`config.mk`:
```
export PLATFORM = sky130hd
export DESIGN_NAME = paddle_input_ctrl_flat
export DESIGN_NICKNAME = d
export VERILOG_FILES = /design/src/rtl/paddle_input_ctrl_if.sv /design/src/rtl/paddle_input_ctrl.sv /design/src/flat_wrapper.sv
export SDC_FILE = /design/constraint.sdc
export NUM_CORES = 1
export LEC_CHECK = 0
export ABC_AREA = 1
export BUFFER_PORTS_ARGS = -buffer_cell sky130_fd_sc_hd__buf_4
export CAP_MARGIN = 40
export CORE_MARGIN = 3
export CORE_UTILIZATION = 63
export DETAILED_ROUTE_END_ITERATION = 16
export PLACE_DENSITY = 0.94
export SLEW_MARGIN = 10
export SYNTH_ARGS = -nofsm -noshare
export SYNTH_HDL_FRONTEND = slang
export SYNTH_SLANG_ARGS = --single-unit
```
`constraint.sdc`:
```
create_clock -name clk -period 2.3 [get_ports clk]
set_clock_uncertainty 0.15 [all_clocks]
set_input_delay 0.115 -clock clk [delete_from_list [all_inputs] [get_ports clk]]
set_output_delay 0.115 -clock clk [all_outputs]
set_load 0.05 [all_outputs]
```
`src/rtl/paddle_input_ctrl_if.sv`:
```
// Paddle input bundle: raw buttons and raster position in,
// conditioned up/down levels, frame enable and vertical step out.
interface paddle_input_ctrl_if;
  logic        btnUp;
  logic        btnDown;
  logic [10:0] X;
  logic [10:0] Y;
  logic        up;
  logic        down;
  logic        enable;
  logic [4:0]  delY;

  modport master (
    output btnUp, btnDown, X, Y,
    input  up, down, enable, delY
  );

  modport slave (
    input  btnUp, btnDown, X, Y,
    output up, down, enable, delY
  );
endinterface

```
`src/rtl/paddle_input_ctrl.sv`:
```
// Paddle button conditioning: sync, debounce, conflict resolve, frame tick.
// Optional acceleration of delY enabled by defining PADDLE_ACCEL_EN.
module paddle_input_ctrl #(
  parameter int unsigned DEBOUNCE_CYCLES = 500000,
  parameter int unsigned FRAME_LINE      = 600,
  parameter int unsigned BASE_SPEED      = 2,
  parameter int unsigned MAX_SPEED       = 8,
  parameter int unsigned ACCEL_FRAMES    = 4
) (
  input logic               clk,
  input logic               reset,
  paddle_input_ctrl_if.slave pif
);

  localparam logic [19:0] DB_LAST = 20'(DEBOUNCE_CYCLES - 1);
  localparam logic [10:0] FLINE   = 11'(FRAME_LINE);
  localparam logic [4:0]  BASE    = 5'(BASE_SPEED);
  localparam logic [4:0]  MAXS    = 5'(MAX_SPEED);
  localparam logic [3:0]  F_LAST  = 4'(ACCEL_FRAMES - 1);

  logic [1:0]  up_sync_q;
  logic [1:0]  dn_sync_q;
  logic        su_q, su_d;
  logic        sd_q, sd_d;
  logic [19:0] cu_q, cu_d;
  logic [19:0] cd_q, cd_d;
  logic        up_q;
  logic        down_q;
  logic        hit;
  logic        hit_q;
  logic        en_q;

  assign hit = (pif.X == 11'd0) && (pif.Y == FLINE);

  // Debounce next-state: a change is accepted only after a full
  // run of differing samples; any agreeing sample restarts the run.
  always_comb begin
    su_d = su_q;
    cu_d = cu_q;
    sd_d = sd_q;
    cd_d = cd_q;
    if (up_sync_q[1] == su_q) begin
      cu_d = '0;
    end else if (cu_q >= DB_LAST) begin
      su_d = up_sync_q[1];
      cu_d = '0;
    end else begin
      cu_d = cu_q + 20'd1;
    end
    if (dn_sync_q[1] == sd_q) begin
      cd_d = '0;
    end else if (cd_q >= DB_LAST) begin
      sd_d = dn_sync_q[1];
      cd_d = '0;
    end else begin
      cd_d = cd_q + 20'd1;
    end
  end

  // Synchronisers, debounce state, conflict resolution and frame tick.
  always_ff @(posedge clk or posedge reset) begin
    if (reset) begin
      up_sync_q <= '0;
      dn_sync_q <= '0;
      su_q      <= 1'b0;
      sd_q      <= 1'b0;
      cu_q      <= '0;
      cd_q      <= '0;
      up_q      <= 1'b0;
      down_q    <= 1'b0;
      hit_q     <= 1'b0;
      en_q      <= 1'b0;
    end else begin
      up_sync_q <= {up_sync_q[0], pif.btnUp};
      dn_sync_q <= {dn_sync_q[0], pif.btnDown};
      su_q      <= su_d;
      sd_q      <= sd_d;
      cu_q      <= cu_d;
      cd_q      <= cd_d;
      up_q      <= su_q & ~sd_q;
      down_q    <= sd_q & ~su_q;
      hit_q     <= hit;
      en_q      <= hit & ~hit_q;
    end
  end

  assign pif.up     = up_q;
  assign pif.down   = down_q;
  assign pif.enable = en_q;

`ifdef PADDLE_ACCEL_EN
  logic       moving;
  logic [3:0] f_q, f_d;
  logic [4:0] dly_q, dly_d;

  assign moving = up_q ^ down_q;

  // Speed next-state: every ACCEL_FRAMES moving ticks add one step,
  // any idle or conflicting tick drops back to the base speed.
  always_comb begin
    f_d   = f_q;
    dly_d = dly_q;
    if (en_q) begin
      if (moving) begin
        if (f_q >= F_LAST) begin
          f_d   = '0;
          dly_d = (dly_q >= MAXS) ? MAXS : dly_q + 5'd1;
        end else begin
          f_d = f_q + 4'd1;
        end
      end else begin
        f_d   = '0;
        dly_d = BASE;
      end
    end
  end

  // Acceleration state registers.
  always_ff @(posedge clk or posedge reset) begin
    if (reset) begin
      f_q   <= '0;
      dly_q <= BASE;
    end else begin
      f_q   <= f_d;
      dly_q <= dly_d;
    end
  end

  assign pif.delY = dly_q;
`else
  logic unused_cfg;

  assign unused_cfg = ^{F_LAST, MAXS};
  assign pif.delY   = BASE;
`endif

endmodule

```
`src/flat_wrapper.sv`:
```
// flat-port wrapper written by rule: the top's interface ports become plain ports
module paddle_input_ctrl_flat 
#(
  parameter int unsigned DEBOUNCE_CYCLES = 500000,
  parameter int unsigned FRAME_LINE      = 600,
  parameter int unsigned BASE_SPEED      = 2,
  parameter int unsigned MAX_SPEED       = 8,
  parameter int unsigned ACCEL_FRAMES    = 4
)
  (clk, reset, pif_btnUp, pif_btnDown, pif_X, pif_Y, pif_up, pif_down, pif_enable, pif_delY);
  paddle_input_ctrl_if pif_i ();
  input logic clk;
  input logic reset;
  input wire logic [$bits(pif_i.btnUp)-1:0] pif_btnUp;
  input wire logic [$bits(pif_i.btnDown)-1:0] pif_btnDown;
  input wire logic [$bits(pif_i.X)-1:0] pif_X;
  input wire logic [$bits(pif_i.Y)-1:0] pif_Y;
  output wire logic [$bits(pif_i.up)-1:0] pif_up;
  output wire logic [$bits(pif_i.down)-1:0] pif_down;
  output wire logic [$bits(pif_i.enable)-1:0] pif_enable;
  output wire logic [$bits(pif_i.delY)-1:0] pif_delY;
  assign pif_i.btnUp = pif_btnUp;
  assign pif_i.btnDown = pif_btnDown;
  assign pif_i.X = pif_X;
  assign pif_i.Y = pif_Y;
  assign pif_up = pif_i.up;
  assign pif_down = pif_i.down;
  assign pif_enable = pif_i.enable;
  assign pif_delY = pif_i.delY;
  paddle_input_ctrl #(.DEBOUNCE_CYCLES(DEBOUNCE_CYCLES), .FRAME_LINE(FRAME_LINE), .BASE_SPEED(BASE_SPEED), .MAX_SPEED(MAX_SPEED), .ACCEL_FRAMES(ACCEL_FRAMES)) u_core (.clk(clk), .reset(reset), .pif(pif_i));
endmodule
```
### After elaboration in Yosys (flattened, before gate mapping)

Index checks and enable logic that the tools add are counted.

* register bits after elaboration: 50
* output and inout port bits: 8

* $add $sub $neg: 2
* order comparisons: 2
* equal/unequal tests: 3
* multiplexer cells: 4
* bitwise operators: 8
* reduce and logical (&&, ||, !) cells: 4

Operators with widths (number)
* $mux W20: 4
* $add A20 B1 Y20 const B: 2
* $ge A20 B19 Y1 const B: 2
* $eq A11 B10 Y1 const B: 1
* $logic_not A11 Y1: 1
* $not A1 Y1: 5
* $reduce_and A2 Y1: 2
* $and A1 B1 Y1: 3
* $eq A1 B1 Y1: 2
* $logic_and A1 B1 Y1: 1

### Logic depth before layout (Yosys ltp)

Gate-level depths: netlist of run 1.

* depth in word-level cells: 3
* mapped depth: 11

### Worst setup path after synthesis of run 1

OpenSTA, ideal clock, no wires.

* path type: reg-to-reg
* from: register u_core.cd_q[0]
* to: register u_core.cd_q[6]
* setup time: 0.068 ns
* data arrival time: 1.360 ns
* slack: 0.722 ns
* cell stages (with the launch flop): 12
* cell sequence: dfrtp_1 -> ha_1 -> nand2_1 -> inv_1 -> nand2_2 -> nand2_1 -> nand2_1 -> nand2_2 -> nand2_4 -> nand3_4 -> buf_12 -> nor2_4

* word-level cells in the longest chain between the ends: 3
* elaborated cells on any way between the ends: 4

Ends and longest elaborated chain
* start, declared: RTL line paddle_input_ctrl.sv:26 `logic [19:0] cd_q, cd_d;`
* start signal, assigned: RTL line paddle_input_ctrl.sv:68 `cd_q <= '0;`
* start signal, assigned: RTL line paddle_input_ctrl.sv:79 `cd_q <= cd_d;`
* $add A20 B1 Y20 or $ge A20 B19 Y1 (tied branches): RTL line paddle_input_ctrl.sv:56, paddle_input_ctrl.sv:52
* $mux W20 *: RTL line paddle_input_ctrl.sv:52 `end else if (cd_q >= DB_LAST) begin`
* $mux W20 *: RTL line paddle_input_ctrl.sv:50 `if (dn_sync_q[1] == sd_q) begin`
* named net u_core.cd_d[6]: RTL line paddle_input_ctrl.sv:26

Mark *: on every way through the listed nets, which the timed path passes. The rest lies on a longest branch.
A chain may end at the register's enable or synchronous reset.

### Worst setup path after layout of run 1

* from: register u_core.cd_q[0]
* to: register u_core.cd_q[4]

The elaborated chain is that of the path after synthesis.

==> out/results.tsv, run 1 <==
stage	metric	value	unit
status	status	complete, no violations	
power_and_ir_drop	internal-power	1180	uW
synth	syn_inst	350	
synth	synth-edff-count	0	
setup_path	crit_type	flip-flop to flip-flop	
detailed_routing	wl_per_cell	12.7	um
setup_path	cp_common_cell	nand2_1	
power_and_ir_drop	p_seq_share	57.9	%
sta	finalCriticalPeriod	1.87	ns
power_and_ir_drop	p_per_area	490	nW/um2
setup_path	crit_path_start	u_core.cd_q[0]	
floorplanning	die_x	73.7	um
setup_path	r2r_setup_slack	0.43	ns
detailed_routing	vias	2342	
placed_design	gp_congestion	0.913	
setup_path	crit_buf_inv	1	
global_routing	grt_pass1_wl	9690	um
setup_path	reg2regPathDepth	10	
placed_design	hpwl	4120	um
setup_path	arrival	1.94	ns
synth	avgSynthCellArea	8.26	um2
detailed_routing	vias_per_cell	5.30	
power_and_ir_drop	p_leak	0.00151	uW
synth	synth_top_cell_by_area	dfrtp_1	
setup_path	cp.required	2.37	ns
setup_path	crit_end	u_core.cd_q[4]	
placed_design	io_buffers	28	
sta	tightest_slew	0.663	ns
flow_run	maxCapViolCount	0	
setup_path	slowest_stage	dfrtp_1	
synth	synth_area	2890	um2
global_routing	grt_pass1_vias	2403	
final_layout	drive_gt1_share	21.8	%
global_routing	grt_max_degree	34	
synth	async_flop_share	100	%
floorplanning	fp-row-count	24	
min_path	hp-class	primary input to flip-flop	
synth	synth_area_leaders	dfrtp_1 (43%), nand2_1 (11%), nor2_1 (7.1%)	
setup_path	path_delay_family	simple AND/OR/NAND/NOR gates	
sta	finalHoldViolCount	0	
synth	synth_common_cells	nand2_1 (81), nor2_1 (55), dfrtp_1 (50)	
detailed_routing	route.detailed.drc	0	
sta	setup_viol	0	
sta	finalCritPeriodShare	81.4	%
synth	synthFlopType	dfrtp_1	
synth	ys.warnings.count	0	
setup_path	path_max_fanout	16	
sta	slew_violations	0	
setup_path	cp_slowest_stage_delay	0.40	ns
cts	h-tree-depth	2	
setup_path	r2r-start	u_core.cd_q[0]	
detailed_routing	ant_nets	0	
sta	rsz0062_at_grt	false	
setup_path	endpoint_kind	flip-flop	
power_and_ir_drop	switching_share	25.9	%
placed_design	dp.cells	430	
detailed_routing	wl	5610	um
cts	numCtsBuffers	5	
floorplanning	num_io_pins	34	
power_and_ir_drop	ir_drop	0.406	mV
sta	relSlewSlack	55.7	%
detailed_routing	drt_iter0_markers	125	
synth	ys_seq_area_share	43.3	%
floorplanning	die_area	5440	um2
final_layout	final_cells	442	
final_layout	final_nets	418	
cts	clock_sinks	50	
detailed_routing	drt-pass1-iter-count	5	
synth	yosysTopAreaCellShare	43.3	%
cts	clock_latency	0.30	ns
synth	synth.most_common_cell	nand2_1	
setup_path	startpoint_type	flip-flop	
power_and_ir_drop	pwr-share-clk	29.9	%
floorplanning	core_area	4380	um2
setup_path	r2r-end	u_core.cd_q[4]	
power_and_ir_drop	switching_power	412	uW
cts	cts_tree	built	
final_layout	n_antenna_cell	0	
global_routing	grt_antenna_before_repair	0	
cts	cts-root-buf	clkbuf_8	
sta	clock.fmax	534	MHz
power_and_ir_drop	pwr-share-comb	12.2	%
setup_path	cp_cell_sequence	ha_1 > nand2_1 > inv_1 > nand2_2 > nand2_1 > nand2_1 > nand2_2 > nand2_4 > nand3_4 > nor2_1	
global_routing	gr-total-overflow	0	
cts	clk_pin_slew_worst_paths	0.08	ns
setup_path	crit_cells	10	
global_routing	grt_use_total	22.7	%
cts	clockBufferDepth	2	
final_layout	area_growth	12.4	%
synth	ys_seq_elements	50	
sta	setup_tns	0	ns
floorplanning	die_height	73.7	um
synth	yosysUniqueCellTypes	28	
floorplanning	initial_core_util	66.0	%
## cell type report
cell class	count	area, um2
clock buffers	7	76.3
fillers	311	1130
inverters	41	154
multi-input cells	257	1430
flip-flops and latches	50	1250
well taps	52	65.1
repair buffers	35	275
## metrics by stage
step	utilization, %	setup slack [ns]	hold slack (ns)	total power, uW	instance area, um2
floorplan	-	0.722	-0.00357	1090	2910
global placement	71.2	0.532	0.0754	1120	3120
detailed placement	71.2	0.440	0.0755	1130	3120
CTS	74.1	0.419	0.00501	1600	3250
global route	74.1	0.289	0.0321	1650	3250
finish	74.1	0.429	0.00512	1590	3250
## worst min path at each step
stage,start,endpoint,slack (ns),cells after the start
after floorplan,pif_btnDown,u_core.dn_sync_q[0],-0.004,0
after global placement,pif_btnDown,u_core.dn_sync_q[0],0.08,1
after detailed placement,pif_btnDown,u_core.dn_sync_q[0],0.08,1
after CTS,pif_X[6],u_core.hit_q,0.005,6
after global routing,pif_X[6],u_core.hit_q,0.03,6
final,pif_X[6],u_core.hit_q,0.005,6
## worst register-to-register path, delay by kind of cell (launching register included)
| kind | cells | cell delay, ns |
|---|---|---|
| DFF | 1 | 0.40 |
| buffers and inverters | 1 | 0.07 |
| adders and majority gates | 1 | 0.23 |
| and+or+nand+nor | 8 | 0.95 |
## logic make-up after synthesis
logic type | share of synthesized area (%)
other cells | 0.260
fa+ha+maj | 0.865
simple gates | 37.6
compound gates | 3.03
buf+inv | 8.01
flops | 43.3
xor+xnor | 6.92
## placed cells by master, fill, tap and decap left out, drive strengths merged, types with 2 or more instances in the layout
cell / n
nor3: 8
dfrtp: 50
nand3: 23
nand4: 11
inv: 41
xor2: 17
dlygate4sd3: 5
clkbuf: 7
o21bai: 4
nor2: 82
xnor2: 5
ha: 2
buf: 30
o21ai: 6
nand2: 90
conb: 7
## power by group through the flow
stage / combinational [uW] / sequential, uW / clock (uW)
after global placement: 183 / 937 / 0
after CTS: 196 / 921 / 486
final: 193 / 921 / 476
after global routing: 213 / 924 / 513
after detailed placement: 190 / 939 / 0
after floorplan: 140 / 948 / 0
## per-layer routing
| metal | GRT usage, % | vias to the layer above | routed length (um) |
|---|---|---|---|
| met3 | 3.97 | 15 | 210 |
| met2 | 42.9 | 75 | 3070 |
| li1 | - | 1146 | - |
| met1 | 25.0 | 1106 | 2230 |
| met5 | 0 | - | 0 |
| met4 | 8.25 | 0 | 97 |
## state kept, by name, indices dropped and copies added (netlist names)
signal and count:
u_core.pif.down 1, u_core.pif.enable 1, u_core.dn_sync_q 2, u_core.up_sync_q 2, u_core.cd_q 20, u_core.pif.up 1, u_core.su_q 1, u_core.cu_q 20
u_core.sd_q 1, u_core.hit_q 1
## what timing repair did
action                                 4_1_cts  5_1_grt
resized for setup                            0        0
endpoints found under the hold margin       35        0
hold buffers                                 5        0
buffers inserted                             0        0
Note: power is estimated with default switching activity, not from simulation.
==> run 2: changes to the inputs <==
Settings changed: ABC_AREA 1 to 0, CORE_UTILIZATION 63 to 51, PLACE_DENSITY 0.94 to 0.84.
Clock period 2.3 ns to 1.5 ns, I/O delays scaled along.
==> run 2 against run 1 <==
Largest power group unchanged. Via count shrank 6.3%. Highest routed layer unchanged. Largest cell class unchanged. Cell count shrank 12%. Critical path depth shrank 6. Clock power grew 55%. The run now ends with hold timing, setup timing left.
==> out/results.tsv, run 2 <==
stage	metric	value	unit
status	status	complete, but fails checks	
status	violations	hold timing, setup timing	
synth	synth_area	2420	um2
cts	clock_latency	0.30	ns
power_and_ir_drop	internal-power	1840	uW
final_layout	top_regs	u_core.cd_q x20, u_core.cu_q x20	
final_layout	fin_util	77.2	%
power_and_ir_drop	p_leak	0.00150	uW
sta	slew_violations	0	
synth	avgSynthCellArea	9.89	um2
setup_path	startpoint_type	flip-flop	
setup_path	path_delay_family	simple AND/OR/NAND/NOR gates	
sta	finalHoldViolCount	2	
sta	fin_ws	-0.409	ns
cts	postCtsHoldBufs	5	
placed_design	gp_congestion	0.828	
cts	clk_pin_slew_worst_paths	0.09	ns
min_path	hp-class	primary input to flip-flop	
synth	synthFlopType	dfrtp_1	
global_routing	grt_pass1_wl	10200	um
setup_path	slowest_stage	or4_4	
flow_run	maxCapViolCount	0	
cts	numCtsBuffers	5	
synth	synth_area_leaders	dfrtp_1 (52%), xor2_1 (5.1%), nor2_1 (4.2%)	
floorplanning	die_height	74.9	um
global_routing	gr-total-overflow	0	
detailed_routing	drt-pass1-iter-count	4	
global_routing	grt_pass1_vias	2286	
cts	cts_tree	built	
detailed_routing	vias	2194	
floorplanning	core_area	4470	um2
setup_path	endpoint_kind	flip-flop	
placed_design	dpl_cell_area	3100	um2
detailed_routing	drt_iter0_markers	100	
synth	synth.most_common_cell	dfrtp_1	
floorplanning	die_area	5610	um2
setup_path	path_max_fanout	8	
sta	finalCritPeriodShare	127	%
synth	synth_common_cells	dfrtp_1 (50), nor2_1 (27), a21oi_1 (16), nand3_1 (16), xor2_1 (14)	
cts	h-tree-depth	2	
final_layout	final_area	3450	um2
power_and_ir_drop	switching_power	618	uW
detailed_routing	route.detailed.drc	0	
floorplanning	die_x	74.9	um
detailed_routing	ant_nets	0	
cts	clock_sinks	50	
final_layout	area_growth	42.6	%
setup_path	crit_buf_inv	0	
sta	setup_tns	-14.65	ns
power_and_ir_drop	pwr-share-clk	30.1	%
placed_design	io_buffers	28	
setup_path	cp.required	1.59	ns
synth	synth_top_cell_by_area	dfrtp_1	
detailed_routing	wl_per_cell	15.8	um
synth	ys_seq_elements	50	
final_layout	drive_gt1_share	43.9	%
power_and_ir_drop	switching_share	25.1	%
power_and_ir_drop	p_seq_share	56.7	%
final_layout	final_nets	365	
setup_path	cp_slowest_stage_delay	0.57	ns
global_routing	grt_antenna_before_repair	0	
power_and_ir_drop	p_per_area	712	nW/um2
global_routing	grt_max_degree	51	
final_layout	final_cell_mix	buf_4 (82), dfrtp_1 (50), nand3_1 (15), nor2_2 (15)	
final_layout	final_common_cell	buf_4	
setup_path	cp_cell_sequence	nand2_1 > or4_4 > or4b_4 > a21oi_2	
sta	rsz0062_at_grt	true	
sta	finalCriticalPeriod	1.91	ns
synth	syn_inst	245	
power_and_ir_drop	power	2460	uW
setup_path	crit_type	flip-flop to flip-flop	
power_and_ir_drop	ir_drop	0.581	mV
synth	yosysTopAreaCellShare	51.7	%
synth	yosysUniqueCellTypes	35	
setup_path	arrival	1.99	ns
cts	cts-root-buf	clkbuf_8	
sta	setup_viol	40	
detailed_routing	vias_per_cell	5.64	
sta	clock.fmax	524	MHz
placed_design	hpwl	3980	um
synth	ys.warnings.count	0	
synth	async_flop_share	100	%
detailed_routing	wl	6140	um
final_layout	n_antenna_cell	0	
sta	hold_ws	-0.121	ns
synth	ys_seq_area_share	51.7	%
floorplanning	fp-row-count	24	
cts	clockBufferDepth	2	
power_and_ir_drop	pwr-share-comb	13.2	%
floorplanning	num_io_pins	34	
global_routing	grt_use_total	24.2	%
synth	synth-edff-count	0	
floorplanning	initial_core_util	54.1	%
## run 2: cell types whose count changed after synthesis, sizes merged, moves of 4 or more
cell | before | now
and3 | 0 | 4
inv | 41 | 5
nand2 | 90 | 13
nor4 | 0 | 6
or3 | 0 | 7
or4 | 0 | 6
and4 | 0 | 4
xnor2 | 5 | 10
a21oi | 1 | 16
clkbuf | 0 | 4
nor2 | 82 | 27
nand3 | 23 | 16
o31ai | 0 | 4
## run 2: through the flow
step | hold slack, ns | setup WS, ns | std cells
after floorplan | -0.0436 | -0.416 | 250
after global placement | -0.00699 | -0.384 | 370
after detailed placement | -0.00634 | -0.478 | 370
after CTS | -0.141 | -0.385 | 388
after global routing | -0.127 | -0.440 | 389
final | -0.121 | -0.409 | 389
## run 2: cell type report
| class | count | area [um2] |
|---|---|---|
| multi-input combinational | 181 | 1290 |
| sequential | 50 | 1250 |
| fill | 289 | 1020 |
| timing repair buffer | 94 | 753 |
| clock buffer | 7 | 76.3 |
| tap | 52 | 65.1 |
| inverter | 5 | 18.8 |
## run 2: worst register-to-register path: stages, from the launching register on
cell	delay, ns
dfrtp_1	0.38
nand2_1	0.09
or4_4	0.57
or4b_4	0.51
a21oi_2	0.14
## run 2: worst paths after layout
path,start,end,slack [ns],cells after the start
hold reg to reg,u_core.up_sync_q[0],u_core.up_sync_q[1],0.21,0
hold / removal,pif_X[9],u_core.hit_q,-0.12,3
min in group asynchronous,reset,u_core.hit_q,0.21,4
setup reg to reg,u_core.cd_q[10],u_core.cd_q[16],-0.41,4
max in group asynchronous,reset,u_core.cu_q[14],0.77,4
setup / recovery,u_core.cd_q[10],u_core.cd_q[16],-0.41,4
## run 2: per-layer routing
| metal | vias up | share of wire (%) | global-route usage [%] | wire (um) |
|---|---|---|---|---|
| met4 | 0 | 2.3 | 10.3 | 140 |
| met2 | 66 | 54 | 43.7 | 3310 |
| met3 | 15 | 3.9 | 6.14 | 241 |
| met1 | 1075 | 40 | 26.6 | 2450 |
| met5 | - | 0 | 0 | 0 |
| li1 | 1038 | - | - | - |
## run 2: cell families after synthesis
family	synth area share, %
xor+xnor	8.68
compound gates	7.54
fa+ha+maj	1.03
mux	0.930
flops	51.7
simple gates	25.9
buf+inv	3.98
other cells	0.310
## run 2: repair_timing
action,CTS,global route
endpoints found under the hold margin,54,2
setup endpoints to repair,40,40
gates cloned,1,0
buffers inserted,5,1
gates resized for setup,25,23
pin swaps,7,5
## run 2: power by group through the flow
stage	Clock, uW	Sequential (uW)	Combinational, uW
floorplan	0	1440	149
global placement	0	1420	262
detailed placement	0	1420	267
CTS	758	1390	302
global route	823	1400	348
finish	740	1400	324
==> run 3: changes to the inputs <==
Settings changed: ABC_AREA 0 to 1, CORE_UTILIZATION 51 to 53, PLACE_DENSITY 0.84 to 0.85.
==> run 3 against run 2 <==
The flow finishes with violations (setup timing). Sequential cell count unchanged. Non-clock buffer count unchanged. First-iteration DRC count increased by 89%. Critical path type unchanged. Critical endpoint is now u_core.cu_q[14]. Largest power group unchanged.
==> out/results.tsv, run 3 (synthesized netlist as in run 1, its figures left out) <==
stage	metric	value	unit
detailed_routing	ant_nets	0	
sta	fin_ws	-0.286	ns
final_layout	area_growth	45.3	%
floorplanning	core_area	5200	um2
final_layout	final_common_cell	nand2_1	
sta	clock.fmax	560	MHz
sta	finalHoldViolCount	0	
cts	clock_latency	0.33	ns
detailed_routing	drt-pass1-iter-count	5	
setup_path	r2r-end	u_core.cu_q[14]	
sta	finalCritPeriodShare	119	%
setup_path	endpoint_kind	flip-flop	
cts	numCtsBuffers	5	
placed_design	io_buffers	28	
power_and_ir_drop	p_seq_share	47.1	%
global_routing	grt_max_degree	51	
setup_path	crit_path_start	u_core.cu_q[0]	
sta	slew_violations	0	
power_and_ir_drop	p_per_area	714	nW/um2
placed_design	dp.cells	476	
global_routing	grt_pass1_wl	13700	um
status	status	complete, but fails checks	
detailed_routing	route.detailed.drc	0	
final_layout	top_regs	u_core.cd_q x20, u_core.cu_q x20	
placed_design	hpwl	4470	um
floorplanning	die_height	79.9	um
power_and_ir_drop	switching_share	28.3	%
sta	setup_viol	41	
setup_path	r2r_setup_slack	-0.29	ns
cts	clock_sinks	50	
global_routing	grt_pass1_vias	3006	
cts	clockBufferDepth	2	
power_and_ir_drop	p_leak	0.00191	uW
cts	cts_tree	built	
final_layout	drive_gt1_share	40.0	%
final_layout	final_cell_mix	nand2_1 (69), buf_4 (59), dfrtp_1 (47)	
setup_path	startpoint_type	flip-flop	
detailed_routing	vias	2887	
floorplanning	initial_core_util	55.6	%
setup_path	cp.required	1.61	ns
cts	clk_pin_slew_worst_paths	0.11	ns
global_routing	grt-busiest-layer	met2	
power_and_ir_drop	pwr-share-comb	18.8	%
status	violations	setup timing	
setup_path	r2r-start	u_core.cu_q[0]	
floorplanning	num_io_pins	34	
setup_path	arrival	1.89	ns
final_layout	final_cells	520	
global_routing	use_met3	4.18	%
final_layout	n_antenna_cell	0	
floorplanning	die_x	79.9	um
sta	finalCriticalPeriod	1.79	ns
floorplanning	fp-row-count	26	
detailed_routing	vias_per_cell	5.55	
power_and_ir_drop	switching_power	847	uW
setup_path	path_max_fanout	3	
global_routing	grt.met2_usage	54.9	%
cts	cts-root-buf	clkbuf_8	
power_and_ir_drop	ir_drop	0.709	mV
setup_path	crit_type	flip-flop to flip-flop	
flow_run	maxCapViolCount	0	
setup_path	reg2regPathDepth	10	
sta	hold_ws	0.177	ns
detailed_routing	drt_iter0_markers	189	
floorplanning	die_area	6380	um2
power_and_ir_drop	internal-power	2150	uW
global_routing	grt_antenna_before_repair	0	
placed_design	gp_congestion	0.950	
min_path	hp-class	primary input to async pin	
detailed_routing	wl	9290	um
detailed_routing	wl_per_cell	17.9	um
cts	h-tree-depth	2	
global_routing	use_met1	29.3	%
final_layout	final_nets	477	
global_routing	grt_use_total	28.4	%
power_and_ir_drop	pwr-share-clk	34.1	%
global_routing	gr-total-overflow	0	
sta	rsz0062_at_grt	true	
[run 3: changes by cell type in the layout (fill, tap and decap cells not counted), sizes merged, moves of 5 or more]
cell | before | now
nand3 | 16 | 23
nand2 | 13 | 90
or4 | 6 | 0
a21oi | 16 | 1
xnor2 | 10 | 5
inv | 5 | 43
nor2 | 27 | 82
buf | 89 | 69
or3 | 7 | 0
dlygate4sd3 | 5 | 25
nor4 | 6 | 0
[run 3: what timing repair did]
| item | 4_1_cts | 5_1_grt |
|---|---|---|
| setup endpoints to repair | 40 | 40 |
| setup buffers | 10 | 4 |
| cloned | 2 | 0 |
| pin swaps | 5 | 23 |
| hold buffers | 25 | 0 |
| endpoints found under the hold margin | 54 | 0 |
| resized for setup | 44 | 45 |
[run 3: layer usage]
layer	part of all wire [%]	vias to the layer above
li1	-	1264
met1	33	1392
met2	53	168
met3	6.6	63
met4	6.6	0
met5	0	-
[run 3: worst max-delay path by stage]
stage                      end  slack, ns  depth (start not counted)
4_1_cts         u_core.cd_q[4]      -0.15                         11
6_report       u_core.cu_q[14]      -0.29                         10
2_1_floorplan   u_core.cd_q[6]      -0.03                         11
3_3_place_gp    u_core.cd_q[3]      -0.06                         11
5_1_grt        u_core.cu_q[18]      -0.32                         10
3_5_place_dp    u_core.cd_q[5]      -0.15                         11
[run 3: worst max-delay path, stage by stage (launching register included)]
cell and delay [ns]:
dfrtp_1 0.40, ha_2 0.20, nand2_2 0.08, buf_6 0.13
nor2_4 0.14, nand2_4 0.09, inv_1 0.10, nand2_1 0.10
nand2_1 0.09, nand2_1 0.10, nor2_4 0.12
[run 3: power by group through the flow]
stage | sequential, uW | combinational, uW | clock, uW
after global placement | 1430 | 385 | 0
after detailed placement | 1430 | 397 | 0
after CTS | 1410 | 544 | 1030
final | 1410 | 563 | 1020
after floorplan | 1450 | 216 | 0
after global routing | 1410 | 597 | 1080
[run 3: final cells by class]
type                       instances  area [um2]
sequential                        50        1250
timing repair buffer              94         865
multi-input combinational        257        1720
tap                               70        87.6
inverter                          41         154
clock inverter                     3        47.5
fill                             266        1000
clock buffer                       5        68.8
[run 3: per-stage QoR]
| step | area [um2] | setup TNS, ns | setup WS [ns] | util, % | power, uW |
|---|---|---|---|---|---|
| 2_1_floorplan | 2920 | -0.301 | -0.0288 | - | 1670 |
| 3_3_place_gp | 3440 | -0.962 | -0.0553 | 66.0 | 1820 |
| 3_5_place_dp | 3440 | -3.20 | -0.150 | 66.0 | 1830 |
| 4_1_cts | 4030 | -3.36 | -0.150 | 77.4 | 2980 |
| 5_1_grt | 4200 | -9.45 | -0.325 | 80.7 | 3090 |
| 6_report | 4200 | -6.43 | -0.286 | 80.7 | 3000 |
